**config.mk**
```make
export PLATFORM = sky130hd
export DESIGN_NAME = axi_read_error_resp_gen
export DESIGN_NICKNAME = d
export VERILOG_FILES = /design/src/rtl/axi_read_error_resp_gen.sv
export SDC_FILE = /design/constraint.sdc
export NUM_CORES = 1
export LEC_CHECK = 0
export CAP_MARGIN = 0
export CORE_UTILIZATION = 38
export CTS_CLUSTER_SIZE = 14
export DETAILED_ROUTE_END_ITERATION = 12
export PLACE_DENSITY_LB_ADDON = 0.15
export SLEW_MARGIN = 20
export SYNTH_ARGS = -nofsm -noshare
export SYNTH_HDL_FRONTEND = slang
export SYNTH_SLANG_ARGS = --single-unit
```
**constraint.sdc**
```tcl
create_clock -name clk -period 2.3 [get_ports clk]
set_clock_uncertainty 0.15 [all_clocks]
set_input_delay 0.575 -clock clk [delete_from_list [all_inputs] [get_ports clk]]
set_output_delay 0.575 -clock clk [all_outputs]
set_load 0.005 [all_outputs]
```
**src/rtl/axi_read_error_resp_gen.sv**
```systemverilog
// axi_read_error_resp_gen
// Companion stage to the AR address decoder of one AXI slave port. It tracks
// the number of legal reads still in flight and, after a decode error, answers
// the faulting read with an arlen+1 beat DECERR burst once every earlier read
// has completed. The last accepted beat grants the decoder so it can leave its
// ERROR state.
//
// R handshake: a beat transfers in any cycle where err_rvalid_o && err_rready_i
// are both high. Once err_rvalid_o is high, it and the whole payload
// (rid/rdata/rresp/rlast/ruser) stay stable until that transfer happens.
// err_rvalid_o never depends combinationally on err_rready_i.
//
// Debug outputs expose the FSM state (0=IDLE, 1=DRAIN, 2=SEND) and the
// outstanding-read count so checkers can bind to them directly.

module axi_read_error_resp_gen #(
  parameter int AXI_ID_IN       = 4,
  parameter int AXI_DATA_W      = 64,
  parameter int AXI_USER_W      = 6,
  parameter int MAX_OUTSTANDING = 8,
  parameter int CNT_W           = 4
) (
  input  logic                  clk,
  input  logic                  rst_n,
  // outstanding-read bookkeeping
  input  logic                  incr_req_i,
  input  logic                  trans_done_i,
  output logic                  full_counter_o,
  output logic                  outstanding_trans_o,
  // faulting AR capture
  input  logic                  sample_ardata_info_i,
  input  logic [AXI_ID_IN-1:0]  arid_i,
  input  logic [7:0]            arlen_i,
  input  logic [AXI_USER_W-1:0] aruser_i,
  // grant back to the decoder
  output logic                  error_gnt_o,
  // error R channel
  output logic                  err_rvalid_o,
  input  logic                  err_rready_i,
  output logic [AXI_ID_IN-1:0]  err_rid_o,
  output logic [AXI_DATA_W-1:0] err_rdata_o,
  output logic [1:0]            err_rresp_o,
  output logic                  err_rlast_o,
  output logic [AXI_USER_W-1:0] err_ruser_o,
  // debug visibility
  output logic [1:0]            dbg_state_o,
  output logic [CNT_W-1:0]      dbg_count_o
);

  localparam logic [CNT_W-1:0] MAX_CNT  = CNT_W'(MAX_OUTSTANDING);
  localparam logic [CNT_W-1:0] CNT_ONE  = CNT_W'(1);
  localparam logic [1:0]       RESP_DEC = 2'b11;

  typedef enum logic [1:0] {
    ST_IDLE  = 2'd0,
    ST_DRAIN = 2'd1,
    ST_SEND  = 2'd2
  } state_e;

  state_e                  state_q, state_d;
  logic [CNT_W-1:0]        count_q, count_d;
  logic [7:0]              beat_q, beat_d;
  logic [AXI_ID_IN-1:0]    id_q, id_d;
  logic [AXI_USER_W-1:0]   user_q, user_d;

  logic                    cnt_full;
  logic                    cnt_zero;
  logic                    last_beat;
  logic                    beat_hs;

  assign cnt_full  = (count_q == MAX_CNT);
  assign cnt_zero  = (count_q == '0);
  assign last_beat = (beat_q == 8'd0);
  assign beat_hs   = (state_q == ST_SEND) && err_rready_i;

  // ---------------------------------------------------------------------------
  // Outstanding-read counter: runs every cycle regardless of the FSM. An incr
  // while full or a done while empty is a protocol error upstream; the counter
  // simply holds instead of wrapping.
  always_comb begin
    count_d = count_q;
    unique case ({incr_req_i, trans_done_i})
      2'b10:   if (!cnt_full) count_d = count_q + CNT_ONE;
      2'b01:   if (!cnt_zero) count_d = count_q - CNT_ONE;
      default: count_d = count_q;
    endcase
  end

  // Counter register.
  always_ff @(posedge clk or negedge rst_n) begin
    if (!rst_n) count_q <= '0;
    else        count_q <= count_d;
  end

  assign full_counter_o      = cnt_full;
  assign outstanding_trans_o = !cnt_zero;

  // ---------------------------------------------------------------------------
  // FSM state and burst context registers.
  always_ff @(posedge clk or negedge rst_n) begin
    if (!rst_n) begin
      state_q <= ST_IDLE;
      beat_q  <= '0;
      id_q    <= '0;
      user_q  <= '0;
    end else begin
      state_q <= state_d;
      beat_q  <= beat_d;
      id_q    <= id_d;
      user_q  <= user_d;
    end
  end

  // Next-state logic. The capture strobe only matters in IDLE: while the
  // decoder sits in ERROR it stalls AR, so a strobe elsewhere is ignored.
  // DRAIN looks at the registered count so the burst starts the first cycle
  // after the last earlier read has retired.
  always_comb begin
    state_d = state_q;
    beat_d  = beat_q;
    id_d    = id_q;
    user_d  = user_q;
    unique case (state_q)
      ST_IDLE: begin
        if (sample_ardata_info_i) begin
          state_d = ST_DRAIN;
          beat_d  = arlen_i;
          id_d    = arid_i;
          user_d  = aruser_i;
        end
      end
      ST_DRAIN: begin
        if (cnt_zero) state_d = ST_SEND;
      end
      ST_SEND: begin
        if (beat_hs) begin
          if (last_beat) state_d = ST_IDLE;
          else           beat_d  = beat_q - 8'd1;
        end
      end
      default: state_d = ST_IDLE;
    endcase
  end

  // Output logic. Grant is combinational on the final accepted beat only.
  always_comb begin
    err_rvalid_o = 1'b0;
    err_rlast_o  = 1'b0;
    error_gnt_o  = 1'b0;
    if (state_q == ST_SEND) begin
      err_rvalid_o = 1'b1;
      err_rlast_o  = last_beat;
      error_gnt_o  = beat_hs && last_beat;
    end
  end

  assign err_rid_o   = id_q;
  assign err_ruser_o = user_q;
  assign err_rdata_o = '0;
  assign err_rresp_o = RESP_DEC;

  assign dbg_state_o = state_q;
  assign dbg_count_o = count_q;

endmodule

```
==> out/results.tsv, run 1 <==
metric	value	unit
outcome	finished, final reports clean	
place_inst	353	
worstSetupStartpoint	dbg_state_o[0]	
timing.fmax	447.3	MHz
fp.dieW	72.77	um
min_from	err_rid_o[0]	
power.density	1073	mW/mm^2
numClockSinks	24	
r2r-start	beat_q[0]	
num_antenna_cells	0	
htreeDepth	1	
synth_seq_cells	24	
syn_area	0.001903	mm^2
antenna_found_initial	0	
clockBufferDepth	2	
end_kind	primary output	
worst-path-max-fanout	4	
power_frac_seq	30.0	%
area_growth	29.39	%
num_rows	25	
power.switching	0.9730	mW
setup_viol	0	
yosysTopAreaCell	dfrtp_1	
ir_worst_vdd	494.4	uV
start_util	39.76	%
wirelength	4040	um
multi_input_area	0.001025	mm^2
fin_nets	320	
port_buffers	44	
fin_crit_sh	97.20	%
synth-edff-count	0	
p_total	2.643	mW
p_comb_share	55.5	%
path_clk_slew	90	ps
die_h	72.77	um
fp.coreArea	0.004786	mm^2
switching_share	36.82	%
avgSynthCellArea	8.496	um^2
overflow	0	
drt-vias-per-instance	4.237	
period_needed	2236	ps
synth_common_cells	68 x buf_4, 34 x nand2_1, 24 x dfrtp_1	
rsz0062_at_grt	no	
drt_pass1_iterations	4	
p_int	1.670	mW
clkPwrFrac	14.5	%
final_cells	359	
cts_root_buf	clkbuf_8	
cts_tree	built	
yosysMostFrequentCell	buf_4	
p_leak	1.203	nW
cp.required	1570	ps
drcViolationCount	0	
ys_warn_count	0	
crit_arrival	1510	ps
die_area	0.005295	mm^2
maxSlewViolCount	0	
wire_per_inst	11.25	um
synthTopCellsByArea	dfrtp_1 32%, buf_4 27%, nand2_1 6.7%, nor2_1 2.6%, ha_1 2.0%	
ctsHoldBuffers	0	
synth_top_area_share	31.56	%
dp_hpwl	3055	um
grt_pass1_wl	6520	um
vias	1521	
syn_inst	224	
worstSkewPairLatency	270	ps
grt_util_all_layers	15.98	%
finalHoldViolCount	0	
synthArstFlopShare	100.0	%
cts_made_buffers	3	
hold_path_class	flop to flop	
cap_violations	0	
synth_ff_type	dfrtp_1	
ys_types	44	
grt_pass1_vias	1388	
grt_max_degree	25	
crit_path_cell_trace	nand2b_1 > inv_2 > clkdlybuf4s50_1	
dr.first_iter.drc_count	89	
ant_nets	0	
n_fill_cell	479	
io_pins	111	
ff_latch_area	603.1	um^2
crit_type	flop to primary output	
gp_congestion	0.8421	
drive_gt1_share	17.47	%
startpoint_type	flop	
worst_path_max_delay_cell	clkdlybuf4s50_1	
yosysSeqAreaShare	31.56	%
max_stage_delay	510	ps
-- worst max-delay path, delay by kind of cell (launching register included) --
| kind | cells | cell delay (ps) |
|---|---|---|
| flops | 1 | 420 |
| buf+inv | 2 | 620 |
| simple gates | 1 | 210 |
-- power by group through the flow --
stage	combinational, mW	clock (mW)	sequential (mW)
2_1_floorplan	0.756	0	0.798
3_3_place_gp	1.39	0	0.785
3_5_place_dp	1.40	0	0.789
4_1_cts	1.45	0.392	0.786
5_1_grt	1.64	0.406	0.815
6_report	1.47	0.382	0.793
-- sequential cells by signal (all words and copies together), names as in the netlist --
| name | count |
|---|---|
| beat_q | 8 |
| err_ruser_o | 6 |
| dbg_count_o | 4 |
| err_rid_o | 4 |
| dbg_state_o | 2 |
-- repair_timing --
action	in CTS	in global routing
resized for setup	9	9
endpoints found under the setup margin	5	5
cloned	0	0
pin swaps	1	0
buffers inserted	1	1
-- final timing paths --
| path | to | slack (ps) | cells past startpoint |
|---|---|---|---|
| worst max-delay path | err_rvalid_o | 60 | 3 |
| worst min-delay path | err_rid_o[0] | 330 | 2 |
| worst max register to register | beat_q[6] | 260 | 7 |
| worst min register to register | err_rid_o[0] | 330 | 2 |
| max in group asynchronous | dbg_count_o[3] | 1230 | 2 |
| min in group asynchronous | beat_q[6] | 500 | 2 |
-- cell usage in the layout, fill, tap and decap left out, drive strengths merged, types with 3 or more instances in the layout --
master	n
clkbuf	5
o21ai	6
nor3b	3
clkdlybuf4s50	40
dfrtp	24
nor2	14
o221a	3
inv	5
conb	66
mux2i	3
or4b	3
buf	31
a21boi	3
ha	3
nand2b	4
o22ai	3
nand2	34
a21oi	7
o21bai	4
-- routing by layer --
metal | global-route usage [%] | vias up | routed length, um
li1 | - | 750 | -
met1 | 20.88 | 695 | 1818
met2 | 26.58 | 72 | 1882
met3 | 3.591 | 4 | 309
met4 | 4.357 | 0 | 29
met5 | 0 | - | 0
-- metrics by stage --
stage | utilization (%) | instance area [um^2] | setup TNS (ps) | hold slack (ps) | worst slack, ps
after floorplan | - | 2143 | 0 | 129.4 | 103.3
after global placement | 49.05 | 2347 | -318.8 | 307.4 | -161.8
after detailed placement | 49.05 | 2347 | -394.9 | 312.7 | -207.3
after CTS | 51.11 | 2446 | 0 | 336.4 | 23.00
after global routing | 51.45 | 2462 | 0 | 362.3 | 1.986
final | 51.45 | 2462 | 0 | 331.7 | 64.46
-- cell families after synthesis --
logic type	count (synthesis)	synth area share, %
buffers and inverters	80	29.26
AND/OR/NAND/NOR	71	19.59
AO/OA/AOI/OAI	38	14.27
flip-flops	24	31.56
adder cells (fa/ha/maj)	3	1.973
XOR/XNOR	3	1.381
multiplexers	3	1.578
other	2	0.3946
-- layout make-up --
cell class,instances,area share (%)
Tap cell,67,3.404
Timing Repair Buffer,75,26.83
Inverter,5,0.7622
Sequential cell,24,24.49
Clock buffer,3,1.677
Multi-Input combinational cell,184,41.62
Clock inverter,1,1.220
Power figures use the tool's default switching activity.
==> run 2, diff against run 1 <==
--- a/config.mk
+++ b/config.mk
@@ -6,10 +6,11 @@
 export NUM_CORES = 1
 export LEC_CHECK = 0
 export CAP_MARGIN = 0
-export CORE_UTILIZATION = 38
+export CORE_UTILIZATION = 35
 export CTS_CLUSTER_SIZE = 14
 export DETAILED_ROUTE_END_ITERATION = 12
 export PLACE_DENSITY_LB_ADDON = 0.15
+export SKIP_CTS_REPAIR_TIMING = 1
 export SLEW_MARGIN = 20
 export SYNTH_ARGS = -nofsm -noshare
 export SYNTH_HDL_FRONTEND = slang
==> constraint.sdc (replaced) <==
create_clock -name clk -period 2.05 [get_ports clk]
set_clock_uncertainty 0.15 [all_clocks]
set_input_delay 0.5125 -clock clk [delete_from_list [all_inputs] [get_ports clk]]
set_output_delay 0.5125 -clock clk [all_outputs]
set_load 0.005 [all_outputs]
==> run 2 against run 1 <==
  * Worst hold slack got worse by 5.1 ps
  * Sequential cell count is the same
  * Highest routed layer unchanged
  * Global-route usage is 1.1 points lower
  * Core utilization down 1.6 points
  * Critical path depth grew 3
  * Sequential share of layout area down 1.2 points
  * First-iteration DRC count shrank 22%
==> out/results.tsv, run 2 (synthesis results as in run 1) <==
metric	value	unit	change
overflow	0		unchanged
largest_register_ff_count	8		unchanged
cts_root_buf	clkbuf_8		unchanged
die_h	75.74	um	was 72.77 um
p_leak	1.315	nW	was 1.203 nW
htreeDepth	1		unchanged
cap_violations	0		unchanged
power.density	1154	mW/mm^2	was 1073 mW/mm^2
num_rows	26		was 25
drcViolationCount	0		unchanged
multi_input_area	0.001070	mm^2	was 0.001025 mm^2
final_cells	372		was 359
path_clk_slew	80	ps	was 90 ps
worstSkewPairLatency	260	ps	was 270 ps
fin_crit_sh	99.27	%	
crit_type	flop to primary output		unchanged
port_buffers	44		unchanged
hold_path_class	flop to flop		unchanged
drt_pass1_iterations	4		unchanged
num_antenna_cells	0		unchanged
final_cell_mix	66 x conb_1, 40 x buf_4, 36 x clkdlybuf4s50_1		was 66 x conb_1, 40 x clkdlybuf4s50_1, 33 x nand2_1
period_needed	2035	ps	
grt_pass1_vias	1377		was 1388
outcome	finished, final reports clean		unchanged
p_total	2.977	mW	was 2.643 mW
wirelength	4295	um	was 4040 um
gp_congestion	0.8283		was 0.8421
crit_arrival	1370	ps	was 1510 ps
r2r_slack	40	ps	was 260 ps
end_kind	primary output		unchanged
clockBufferDepth	2		unchanged
numClockSinks	24		unchanged
fin_setup_tns	0	ps	unchanged
startpoint_type	flop		unchanged
place_inst	366		was 353
cp.depth	6		was 3
ff_latch_area	601.8	um^2	was 603.1 um^2
drive_gt1_share	22.85	%	was 17.47%
vias	1576		was 1521
crit_path_cell_trace	inv_2 > ha_1 > nor3b_4 > nand2_2 > nor2_2 > clkbuf_2		was nand2b_1 > inv_2 > clkdlybuf4s50_1
area_growth	35.57	%	was 29.39%
finalHoldViolCount	0		unchanged
max_stage_delay	390	ps	was 510 ps
crit_buf_inv	2		unchanged
worst-path-max-fanout	4		unchanged
wire_per_inst	11.55	um	was 11.25 um
final_common_cell	conb_1		unchanged
reg2reg_depth	7		unchanged
hold_depth	2		unchanged
ir_worst_vdd	403.5	uV	was 494.4 uV
largest-register	beat_q		unchanged
fin_nets	331		was 320
fp.coreArea	0.005172	mm^2	was 0.004786 mm^2
die_area	0.005737	mm^2	was 0.005295 mm^2
setup_viol	0		unchanged
crit_family	simple AND/OR/NAND/NOR gates		was buffers and inverters
cts_tree	built		unchanged
n_fill_cell	514		was 479
timing.fmax	491.4	MHz	
antenna_found_initial	0		unchanged
start_util	36.79	%	was 39.76%
fp.dieW	75.74	um	was 72.77 um
cts_made_buffers	3		unchanged
worst_path_max_delay_cell	dfrtp_1		was clkdlybuf4s50_1
rsz0062_at_grt	yes		was no
dp_hpwl	3183	um	was 3055 um
grt_max_degree	25		unchanged
io_pins	111		unchanged
grt_util_all_layers	14.88	%	was 15.98%
maxSlewViolCount	0		unchanged
grt_pass1_wl	6437	um	was 6520 um
drt-vias-per-instance	4.237		about the same
cp.required	1390	ps	was 1570 ps
ant_nets	0		unchanged
dr.first_iter.drc_count	69		was 89
==> run 2: final timing paths <==
kind / startpoint / end
setup / recovery: beat_q[0] / err_rlast_o
hold / removal: err_ruser_o[2] / err_ruser_o[2]
setup reg to reg: beat_q[0] / beat_q[6]
hold reg to reg: err_ruser_o[2] / err_ruser_o[2]
max in group asynchronous: rst_n / dbg_state_o[1]
min in group asynchronous: rst_n / beat_q[7]
==> run 2: worst reg2reg max path, cell delays in order (launching register included) <==
cell	delay, ps
dfrtp_1	390
inv_2	60
buf_4	120
ha_4	130
or4b_4	500
nor4b_4	240
a21oi_2	70
o221a_1	240
==> run 2: power breakdown <==
| part | switching (mW) | internal, mW |
|---|---|---|
| Combinational | 0.800 | 1.02 |
| Clock | 0.146 | 0.131 |
| Sequential | 0.175 | 0.702 |
| Total | 1.12 | 1.86 |
==> run 2: layout make-up <==
cell class                 instances  area share (%)
timing repair buffer              86           29.49
clock buffer                       3           1.600
multi-input combinational        184           41.46
sequential                        24           23.33
tap                               70           3.395
inverter                           5          0.7275
==> run 2: stage by stage <==
stage | cell area [um^2] | worst slack (ps) | hold slack [ps] | utilization, %
detailed placement | 2436 | -368.8 | 315.5 | 47.10
finish | 2580 | 15.01 | 326.7 | 49.88
floorplan | 2165 | 3.120 | 66.91 | -
CTS | 2477 | -520.5 | 336.8 | 47.90
global placement | 2436 | -337.6 | 308.0 | 47.10
global route | 2580 | -91.39 | 368.0 | 49.88
==> run 2: layer usage <==
metal / up-vias / GRT usage [%] / wire, um
li1: 771 / - / -
met1: 727 / 20.39 / 1941
met2: 74 / 24.58 / 2062
met3: 4 / 2.646 / 271
met4: 0 / 3.086 / 19
met5: - / 0 / 0
